$ cat config.mk
export PLATFORM = sky130hd
export DESIGN_NAME = tff_bank_ctrl_flat
export DESIGN_NICKNAME = d
export VERILOG_FILES = /design/src/rtl/tff_bank_ctrl_if.sv /design/src/rtl/tff_bank_ctrl.sv /design/src/flat_wrapper.sv
export SDC_FILE = /design/constraint.sdc
export NUM_CORES = 1
export LEC_CHECK = 0
export CAP_MARGIN = 20
export CORE_AREA = 2 2 46 48
export DETAILED_ROUTE_END_ITERATION = 10
export DIE_AREA = 0 0 48 50
export GPL_TIMING_DRIVEN = 0
export PLACE_DENSITY = 0.73
export SYNTH_ARGS = -nofsm -noshare
export SYNTH_HDL_FRONTEND = slang
export SYNTH_SLANG_ARGS = --single-unit
$ cat constraint.sdc
create_clock -name clk -period 2 [get_ports clk]
set_clock_uncertainty 0.05 [all_clocks]
set_input_delay 0.4 -clock clk [delete_from_list [all_inputs] [get_ports clk]]
set_output_delay 0.4 -clock clk [all_outputs]
set_load 0.01 [all_outputs]
$ cat src/rtl/tff_bank_ctrl_if.sv
// ----------------------------------------------------------------------------
// tff_bank_ctrl_if
//   Command channel of the T flip-flop bank controller.
//   cmd_valid  command present (master -> slave)
//   cmd_ready  slave can accept a command this cycle (slave -> master)
//   cmd_op     00 LOAD, 01 COUNT_UP, 10 COUNT_DOWN, 11 STOP
//   cmd_data   load value or terminal count value
// ----------------------------------------------------------------------------
interface tff_bank_ctrl_if #(
    parameter int WIDTH = 4
);
    logic             cmd_valid;
    logic             cmd_ready;
    logic [1:0]       cmd_op;
    logic [WIDTH-1:0] cmd_data;

    modport master (output cmd_valid, output cmd_op, output cmd_data, input cmd_ready);
    modport slave  (input cmd_valid, input cmd_op, input cmd_data, output cmd_ready);
endinterface

$ cat src/rtl/tff_bank_ctrl.sv
// ----------------------------------------------------------------------------
// tff_bank_ctrl
//   Sequencing controller for a bank of WIDTH external T flip-flops holding a
//   count value. Executes LOAD / COUNT_UP / COUNT_DOWN / STOP commands by
//   driving the per-bit toggle inputs from the bank's current outputs, and
//   clears the bank after every reset because the flops have no reset.
//
//   clk   rising-edge clock shared with the bank
//   rst   synchronous active-high reset
//   cmd   command channel (slave side of tff_bank_ctrl_if)
//   q     current bank outputs
//   t     toggle inputs to the bank, bit i drives flip-flop i
//   busy  controller not idle
//   done  one-cycle pulse when LOAD or COUNT completes
//   err   one-cycle pulse when a command arriving mid-count is dropped
// ----------------------------------------------------------------------------
module tff_bank_ctrl #(
    parameter int WIDTH = 4
) (
    input  logic             clk,
    input  logic             rst,
    tff_bank_ctrl_if.slave   cmd,
    input  logic [WIDTH-1:0] q,
    output logic [WIDTH-1:0] t,
    output logic             busy,
    output logic             done,
    output logic             err
);

    typedef enum logic [2:0] {
        S_CLEAR, S_IDLE, S_LOAD, S_RUN_UP, S_RUN_DOWN, S_DONE
    } state_t;

    localparam logic [1:0] OP_LOAD = 2'b00;
    localparam logic [1:0] OP_UP   = 2'b01;
    localparam logic [1:0] OP_DOWN = 2'b10;
    localparam logic [1:0] OP_STOP = 2'b11;

    state_t           state, state_nxt;
    logic [WIDTH-1:0] tgt, ld;
    logic [WIDTH-1:0] t_up, t_down;
    logic             in_run, ready, accept, stop_req, drop_req;

    // Toggle patterns for a binary increment / decrement of q: bit i flips
    // when every lower bit is 1 (up) or 0 (down).
    assign t_up[0]   = 1'b1;
    assign t_down[0] = 1'b1;
    for (genvar i = 1; i < WIDTH; i++) begin : g_step
        assign t_up[i]   = &q[i-1:0];
        assign t_down[i] = ~|q[i-1:0];
    end

    assign in_run        = (state == S_RUN_UP) || (state == S_RUN_DOWN);
    assign ready         = !rst && ((state == S_IDLE) || in_run);
    assign cmd.cmd_ready = ready;
    assign accept        = cmd.cmd_valid && ready;
    assign stop_req      = accept && (cmd.cmd_op == OP_STOP);
    assign drop_req      = accept && in_run && (cmd.cmd_op != OP_STOP);
    assign busy          = (state != S_IDLE);

    // NOTE: every output of this block gets a default first, so no path can
    // leave one unassigned and infer a latch.
    always_comb begin
        state_nxt = state;
        t         = '0;
        unique case (state)
            S_CLEAR: begin
                t         = q;
                state_nxt = S_IDLE;
            end
            S_IDLE: begin
                if (accept) begin
                    unique case (cmd.cmd_op)
                        OP_LOAD: state_nxt = S_LOAD;
                        OP_UP:   state_nxt = S_RUN_UP;
                        OP_DOWN: state_nxt = S_RUN_DOWN;
                        OP_STOP: state_nxt = S_IDLE;
                    endcase
                end
            end
            S_LOAD: begin
                t         = q ^ ld;
                state_nxt = S_DONE;
            end
            S_RUN_UP, S_RUN_DOWN: begin
                // A STOP in the same cycle as reaching the target wins.
                if (stop_req) begin
                    state_nxt = S_IDLE;
                end else if (q == tgt) begin
                    state_nxt = S_DONE;
                end else begin
                    t = (state == S_RUN_UP) ? t_up : t_down;
                end
            end
            S_DONE:  state_nxt = S_IDLE;
            default: state_nxt = S_CLEAR;
        endcase
        // NOTE: reset must freeze the bank immediately, not one edge later,
        // so the toggles are gated combinationally rather than through state.
        if (rst) begin
            t = '0;
        end
    end

    // NOTE: state is updated with non-blocking assignments so every register
    // samples the values from before the edge.
    always_ff @(posedge clk) begin
        if (rst) begin
            state <= S_CLEAR;
            tgt   <= '0;
            ld    <= '0;
            done  <= 1'b0;
            err   <= 1'b0;
        end else begin
            state <= state_nxt;
            done  <= (state_nxt == S_DONE);
            err   <= drop_req;
            if ((state == S_IDLE) && accept) begin
                if (cmd.cmd_op == OP_LOAD) begin
                    ld <= cmd.cmd_data;
                end else if (cmd.cmd_op != OP_STOP) begin
                    tgt <= cmd.cmd_data;
                end
            end
        end
    end

endmodule

$ cat src/flat_wrapper.sv
// flat-port wrapper written by rule: the top's interface ports become plain ports
module tff_bank_ctrl_flat 
#(
    parameter int WIDTH = 4
)
  (clk, rst, q, t, busy, done, err, cmd_cmd_valid, cmd_cmd_op, cmd_cmd_data, cmd_cmd_ready);
  tff_bank_ctrl_if #(.WIDTH(WIDTH)) cmd_i ();
  input  logic clk;
  input  logic rst;
  input  logic [WIDTH-1:0] q;
  output logic [WIDTH-1:0] t;
  output logic busy;
  output logic done;
  output logic err;
  input wire logic [$bits(cmd_i.cmd_valid)-1:0] cmd_cmd_valid;
  input wire logic [$bits(cmd_i.cmd_op)-1:0] cmd_cmd_op;
  input wire logic [$bits(cmd_i.cmd_data)-1:0] cmd_cmd_data;
  output wire logic [$bits(cmd_i.cmd_ready)-1:0] cmd_cmd_ready;
  assign cmd_i.cmd_valid = cmd_cmd_valid;
  assign cmd_i.cmd_op = cmd_cmd_op;
  assign cmd_i.cmd_data = cmd_cmd_data;
  assign cmd_cmd_ready = cmd_i.cmd_ready;
  tff_bank_ctrl #(.WIDTH(WIDTH)) u_core (.clk(clk), .rst(rst), .cmd(cmd_i), .q(q), .t(t), .busy(busy), .done(done), .err(err));
endmodule
* After elaboration in Yosys (flattened, before gate mapping)
Index checks and enable logic that the tools add are counted.
Widths: inputs -> output; s select.
** Storage, ports and cells
- Memories kept :: 0
- Register bits after elaboration :: 13
- Memory bits (read-only) :: 0
- Memory bits (writable) :: 0
- Input bits :: 13
- Latch bits :: 0
** Cells by class
- Multiplexer cells :: 10
- Bitwise logic cells :: 2
- Shift operators :: 0
- Multipliers :: 0
- Add/sub/neg operators :: 0
- Equal/unequal tests :: 12
- Divide/modulo/power cells :: 0
- Magnitude comparators :: 0
- Reduce and logical (&&, ||, !) cells :: 22
** Operators with widths (number)
- $pmux 3 s4 :: 2
- $mux 4 :: 4
- $pmux 4 s3 :: 1
- $eq 3x3->1 const B :: 3
- $mux 3 :: 3
- $eq 3x2->1 const B :: 2
- $logic_and 1x1->1 :: 6
- $reduce_and 3->1 :: 2
- $reduce_or 2->1 :: 3
- $eq 2x2->1 const B :: 2
- $eq 4x4->1 :: 1
- $logic_not 1->1 :: 4
- $reduce_and 2->1 :: 2
- $xor 4x4->4 :: 1
- $eq 3x1->1 const B :: 1
- $logic_not 3->1 :: 1
- $ne 3x1->1 const B :: 1
- $reduce_or 3->1 :: 1
- $eq 2x1->1 const B :: 1
- $logic_not 2->1 :: 1
- $logic_or 1x1->1 :: 2
- $ne 2x2->1 const B :: 1
- $not 1->1 :: 1

* Depth between registers and ports, before layout
Gate-level depths: netlist of the first run.
- Depth in word-level cells :: 9
- Depth in mapped cells :: 6
- Mapped depth without buffers :: 4

* Worst setup path after synthesis of the first run
Ideal clock, no wire load.
- Kind :: reg2out
- Start :: reg u_core.state[2]
- End :: out t[2]
- Cell stages (with the launch flop) :: 7
- Path buffers :: 2
- Setup slack :: 0.100 ns
- Arrival :: 1.450 ns
- Required time :: 1.550 ns
- Cell sequence :: dfxtp_1 > buf_4 > and3b_1 > buf_2 > nor2_1 > or3_4 > o22ai_1
** Between the ends
- Word-level cells in the longest chain between the ends :: 9
- Elaborated cells on any way between the ends :: 16
- Classes of those cells :: eq/ne (4); mux (5); reduce/logical (7)
** Ends and longest elaborated chain
- start: declaration :: RTL line tff_bank_ctrl.sv:39 : state_t state, state_nxt;
- start signal: assignment :: RTL line tff_bank_ctrl.sv:115 : state <= state_nxt;
- $eq 3x2->1 / $eq 3x3->1 (equally long branches) :: RTL line tff_bank_ctrl.sv:53, tff_bank_ctrl.sv:66, tff_bank_ctrl.sv:92
- $logic_or 1x1->1 :: RTL line tff_bank_ctrl.sv:53 : assign in_run = (state == S_RUN_UP) || (state == S_RUN_DOWN);
- $logic_or 1x1->1 :: RTL line tff_bank_ctrl.sv:54 : assign ready = !rst && ((state == S_IDLE) || in_run);
- $logic_and 1x1->1 :: RTL line tff_bank_ctrl.sv:54
- $logic_and 1x1->1 :: RTL line tff_bank_ctrl.sv:56 : assign accept = cmd.cmd_valid && ready;
- $logic_and 1x1->1 :: RTL line tff_bank_ctrl.sv:57 : assign stop_req = accept && (cmd.cmd_op == OP_STOP);
- $mux 4 :: RTL line tff_bank_ctrl.sv:87 : if (stop_req) begin
- $pmux 4 s3 * :: RTL line tff_bank_ctrl.sv:66 : unique case (state)
- $mux 4 * :: RTL line tff_bank_ctrl.sv:100 : if (rst) begin
- end: declaration :: RTL line flat_wrapper.sv:11 : output logic [WIDTH-1:0] t;
Every way passes the cells marked *; elsewhere a longest branch is shown, timed or not.

* Worst setup path after layout of the first run
- Start :: reg u_core.state[0]
- End :: out t[3]
The elaborated chain is that of the path after synthesis.

==> flow_metrics.tcl, run 1 <==
set metrics [dict create \
    p_per_area_nw_per_um2 465 \
    hold_path_class "in2reg" \
    dr.pass1.iters 4 \
    synth_edf_count 0 \
    cts_tree "yes" \
    critPathCaptureType "output port" \
    dr.first_iter.drc_count 41 \
    cap_violations 0 \
    clkLatencyLatePin_ns 0.27 \
    clk_pin_slew_ns 0.08 \
    share_seq_of_total_power 0.481 \
    num_antenna_cells 0 \
    synthFlopType "dfxtp_1" \
    fmax_ghz 0.456 \
    worst_setup_path_start_kind "register" \
    finalMaxSlewViolations 0 \
    num_vias 848 \
    ys_seq_area_frac 0.310 \
    final-hold-violation-count 0 \
    yosys_warnings 0 \
    status "complete, but fails checks" \
    intPower_uw 402 \
    fin_cells 159 \
    area_growth_syn_to_layout_pct 44.3 \
    ios 21 \
    dp_slack_ns -0.869 \
    synth_fp_nets 113 \
    violations "negative setup slack" \
    grt_max_degree 11 \
    yosysTopAreaCellShare 0.310 \
    regArea_sq_um 272 \
    finalInstanceArea_sq_um 1210 \
    fin_tns_setup_ns -0.710 \
    grt-ovfl-total 0 \
    period_share 1.10 \
    synth.distinct_cells 36 \
    die_area_sq_um 2400 \
    peakVddDrop_v 0.000356 \
    final_layout_size_suffix_gt1_frac 0.295 \
    fp.dieH_um 50 \
    worst_pin_slew_ns 0.463 \
    combPwrFrac 0.233 \
    swShare 0.288 \
    multiInputGateArea_sq_um 609 \
    start_util 0.442 \
    routed_wl_um 2140 \
    crit_type "reg2out" \
    netSwitchingPower_uw 162 \
    ant_nets 0 \
    grt_setup_unrepaired "true" \
    coreArea_sq_um 1900 \
    leakagePower_nw 0.458 \
    hold_ws_ns 0.400 \
    die_w_um 48 \
    antenna_found_initial 0 \
    num_rows 16 \
    clock_sinks 13 \
    grtUsageTotal 0.191 \
    gp_congestion 0.835 \
    synth.area.top_cells "dfxtp_1, mux2i_1, xor2_1, nor2_1, nand2_1" \
    worst-path-max-fanout 8 \
    cts_buffers 3 \
    place_inst 145 \
    ys_async_sr_fraction 0 \
    grt_pass1_vias 760 \
    synth_area_sq_um 841 \
    via_per_inst 5.33 \
    synth.avg_cell_area_sq_um 8.41 \
    avgRoutedWirePerCell_um 13.5 \
    postPlaceCellArea_sq_um 1050 \
    yosysTopAreaCell "dfxtp_1" \
    clockPowerShare 0.286 \
    finalWorstSetupSlack_ns -0.195 \
    fin_nets 146 \
    cts_max_level 1 \
    fillers 169 \
    cp.required_ns 1.55 \
    portBuffers 18 \
    slew_headroom 0.689 \
    ys_ff_latch 13 \
    grt_pass1_wl_um 3340 \
    fin_crit_ns 2.20 \
    drc 0 \
    synth_cells 100 \
    cts_buffer_depth 2 \
    finalSetupViolCount 5 \
    arrival_ns 1.75 \
    dpl.hpwl_um 1490 \
    root_buffer "clkbuf_4" \
]
## cell usage in the layout (no fill, tap or decap), types with 3 or more instances in the layout
| cell | instances |
|---|---|
| nand2_1 | 8 |
| dfxtp_1 | 10 |
| xor2_2 | 3 |
| buf_2 | 7 |
| mux2i_1 | 8 |
| nor2_1 | 11 |
| dfxtp_4 | 3 |
| clkdlybuf4s50_1 | 6 |
| xor2_1 | 6 |
| a21oi_1 | 4 |
| dlygate4sd2_1 | 6 |
| clkbuf_4 | 4 |
| and2_1 | 3 |
| buf_4 | 10 |
## flip-flops by register name, indices dropped and copies added, names as in the netlist
name          flops
u_core.done       1
u_core.err        1
u_core.ld         4
u_core.state      3
u_core.tgt        4
## area by class of cell
| cell class | count | area share |
|---|---|---|
| multi-input combinational | 79 | 0.502 |
| tap | 27 | 0.0278 |
| clock buffer | 4 | 0.0216 |
| buffer | 5 | 0.0268 |
| inverter | 2 | 0.00619 |
| timing repair buffer | 29 | 0.192 |
| sequential | 13 | 0.224 |
## metal layers
layer | track usage | routed length [um]
met1 | 0.271 | 974
met2 | 0.296 | 1000
met4 | 0.0676 | 27
met3 | 0.0110 | 136
met5 | 0 | 0
## Yosys cell counts, types with 2 or more instances
library cell	number
dfxtp_1	13
nor2_1	12
xor2_1	9
mux2i_1	8
nand2_1	8
a21oi_1	5
and2_1	3
buf_2	3
o22ai_1	3
and3b_1	2
inv_1	2
nand3_1	2
nand4b_1	2
nor3_1	2
nor4_1	2
o211ai_1	2
o21ai_0	2
o21ai_1	2
## logic make-up after synthesis
| group | share of synthesized area |
|---|---|
| AO/OA/AOI/OAI | 0.137 |
| XOR/XNOR | 0.104 |
| buffers and inverters | 0.0446 |
| flip-flops | 0.310 |
| multiplexers | 0.0952 |
| AND/OR/NAND/NOR | 0.310 |
## final timing paths
kind                            depth (start not counted)  slack, ns                       start                         end
worst max-delay path                                    6      -0.20  u_core.state[0]$_SDFF_PP0_                        t[3]
worst min-delay path                                    2       0.40                         rst       u_core.err$_SDFF_PP0_
worst max register to register                          5       0.28  u_core.state[2]$_SDFF_PP0_  u_core.tgt[2]$_SDFFE_PP0P_
worst min register to register                          2       0.46   u_core.ld[2]$_SDFFE_PP0P_   u_core.ld[2]$_SDFFE_PP0P_
## through the flow
stage          utilization  total power [mW]
6_report             0.638             0.564
5_1_grt              0.638             0.597
4_1_cts              0.616             0.568
3_5_place_dp         0.555             0.400
3_3_place_gp         0.555             0.398
2_1_floorplan            -             0.342
## worst max-delay path: stages, from the launching register on
cell,delay (ns)
dfxtp_4,0.41
and3b_1,0.18
buf_6,0.12
nor2_4,0.03
or3_4,0.42
o22ai_2,0.16
buf_2,0.15
## power groups by stage
stage / combinational [mW] / clock [mW] / sequential, mW
6_report: 0.131 / 0.161 / 0.272
3_5_place_dp: 0.123 / 0 / 0.277
2_1_floorplan: 0.0671 / 0 / 0.275
5_1_grt: 0.143 / 0.182 / 0.272
4_1_cts: 0.126 / 0.169 / 0.272
3_3_place_gp: 0.121 / 0 / 0.277
## timing repair
action,in CTS,in global routing
hold buffers,0,0
hold endpoints to repair,0,0
pin swaps,5,4
cloned,1,0
endpoints found under the setup margin,6,4
gates resized for setup,41,7
setup buffers,6,4
Note: power is estimated with default switching activity, not from simulation.
==> run 2, diff against run 1 <==
clock period = 2.2 ns   (was 2 ns; I/O delays follow)
==> run 2 against run 1 <==
  * The flow now finishes without violations
  * Critical path depth unchanged
  * Sequential cell count is the same
  * Clock power down 9%
  * Count of clock-buffer cells in the layout unchanged
  * Routed wire length down 4.9%
  * Sequential share of layout area rose by 0.42 points
  * Design area shrank 1.9%
  * Non-clock buffer count shrank 5
  * Global-route usage is 0.84 points lower
  * Critical endpoint unchanged
==> flow_metrics.tcl, run 2 (synthesis results as in run 1) <==
set metrics [dict create \
    slew_headroom 0.687 \
    use_met1 0.256 \
    grt_pass1_wl_um 3190 \
    area_growth_syn_to_layout_pct 41.7 \
    finalMaxSlewViolations 0 \
    grt_pass1_vias 723 \
    period_share 0.988 \
    dr.first_iter.drc_count 19 \
    num_antenna_cells 0 \
    use_met2 0.284 \
    via_per_inst 5.38 \
    finalSetupViolCount 0 \
    fin_tns_setup_ns 0 \
    regArea_sq_um 272 \
    worst_pin_slew_ns 0.467 \
    final_cell_mix "nor2_1, dfxtp_1, nand2_1, mux2i_1" \
    antenna_found_initial 0 \
    fin_nets 141 \
    peakVddDrop_v 0.000327 \
    clkLatencyLatePin_ns 0.27 \
    final-hold-violation-count 0 \
    worst-path-max-fanout 6 \
    cts_buffer_depth 2 \
    fin_util 0.626 \
    clock_sinks 13 \
    critPathCaptureType "output port" \
    fin_crit_ns 2.17 \
    p_per_area_nw_per_um2 429 \
    leakagePower_nw 0.452 \
    ant_nets 0 \
    arrival_ns 1.68 \
    avgRoutedWirePerCell_um 13.2 \
    final_common_cell "nor2_1" \
    portBuffers 18 \
    hold_path_class "in2reg" \
    grtUsageTotal 0.182 \
    worstPathCellList "dlygate4sd2_1 > nand4b_1 > nand2_1 > or3_4 > o22ai_2 > buf_2" \
    drc 0 \
    multiInputGateArea_sq_um 612 \
    cts_tree "yes" \
    num_vias 828 \
    grt_setup_unrepaired "true" \
    gp_congestion 0.835 \
    clk_pin_slew_ns 0.08 \
    dr.pass1.iters 4 \
    max_stage_delay_ns 0.42 \
    cp.required_ns 1.71 \
    status "completed" \
    die_w_um 48 \
    ios 21 \
    final_layout_size_suffix_gt1_frac 0.291 \
    fillers 172 \
    cap_violations 0 \
    grt_max_degree 12 \
    top_regs "u_core.ld x4, u_core.tgt x4, u_core.state x3" \
    die_area_sq_um 2400 \
    num_rows 16 \
    crit_type "in2out" \
    cts_buffers 3 \
    power_uw 510 \
    slowest_stage "or3_4" \
    cts_max_level 1 \
    routed_wl_um 2040 \
    worst_setup_path_start_kind "input pin" \
    dpl.hpwl_um 1490 \
    start_util 0.442 \
    grt_busiest_layer "met2" \
    fmax_ghz 0.460 \
    use_met3 0.0110 \
    grt-ovfl-total 0 \
    coreArea_sq_um 1900 \
    root_buffer "clkbuf_4" \
    fp.dieH_um 50 \
]
## run 2: cell count changes in the layout (fill, tap and decap cells not counted), sizes merged
cell	previous run	this run
dlymetal6s2s	0	2
buf	19	14
dlygate4sd2	6	4
clkbuf	5	7
clkdlybuf4s15	2	0
## run 2: path summary, 6_finish.rpt
kind | to | slack [ns] | from | cells past startpoint
setup / recovery | t[3] | 0.03 | cmd_cmd_op[1] | 6
hold / removal | u_core.err$_SDFF_PP0_ | 0.44 | rst | 2
setup reg to reg | u_core.tgt[2]$_SDFFE_PP0P_ | 0.48 | u_core.state[2]$_SDFF_PP0_ | 5
hold reg to reg | u_core.ld[1]$_SDFFE_PP0P_ | 0.46 | u_core.ld[1]$_SDFFE_PP0P_ | 2
## run 2: cell type report
class	instances	area share
plain buffers	5	0.0273
clock buffers	4	0.0221
inverters	2	0.00630
multi-input cells	79	0.514
flip-flops and latches	13	0.228
well taps	27	0.0284
repair buffers	24	0.174
## run 2: worst max-delay path: cells and delay by family
family	cells	cell delay [ns]
compound gates	1	0.14
buf+inv	2	0.47
simple gates	3	0.63
## run 2: report_power, final
| part | total [mW] | internal, mW | switching (mW) |
|---|---|---|---|
| clock | 0.147 | 0.0700 | 0.0769 |
| combinational | 0.116 | 0.0551 | 0.0608 |
| sequential | 0.248 | 0.239 | 0.00863 |
## run 2: metal layers
layer / vias up / wire length (um) / part of all wire
met4: 0 / 27 / 0.013
met3: 2 / 71 / 0.035
li1: 404 / - / -
met5: - / 0 / 0
met2: 23 / 974 / 0.48
met1: 399 / 966 / 0.47
## run 2: timing repair
item,4_1_cts,5_1_grt
gates resized for setup,40,9
setup buffers,4,2
hold buffers,0,0
endpoints found under the setup margin,6,5
pin swaps,4,1
## run 2: stage by stage
step           worst slack [ns]  cells  cell area [sq um]  hold slack, ns
6_report                 0.0267    154               1190           0.439
2_1_floorplan             0.238    100                841           0.410
3_5_place_dp             -0.749    145               1050           0.442
3_3_place_gp             -0.727    145               1050           0.425
5_1_grt                 -0.0464    154               1190           0.449
4_1_cts                -0.00237    152               1140           0.420
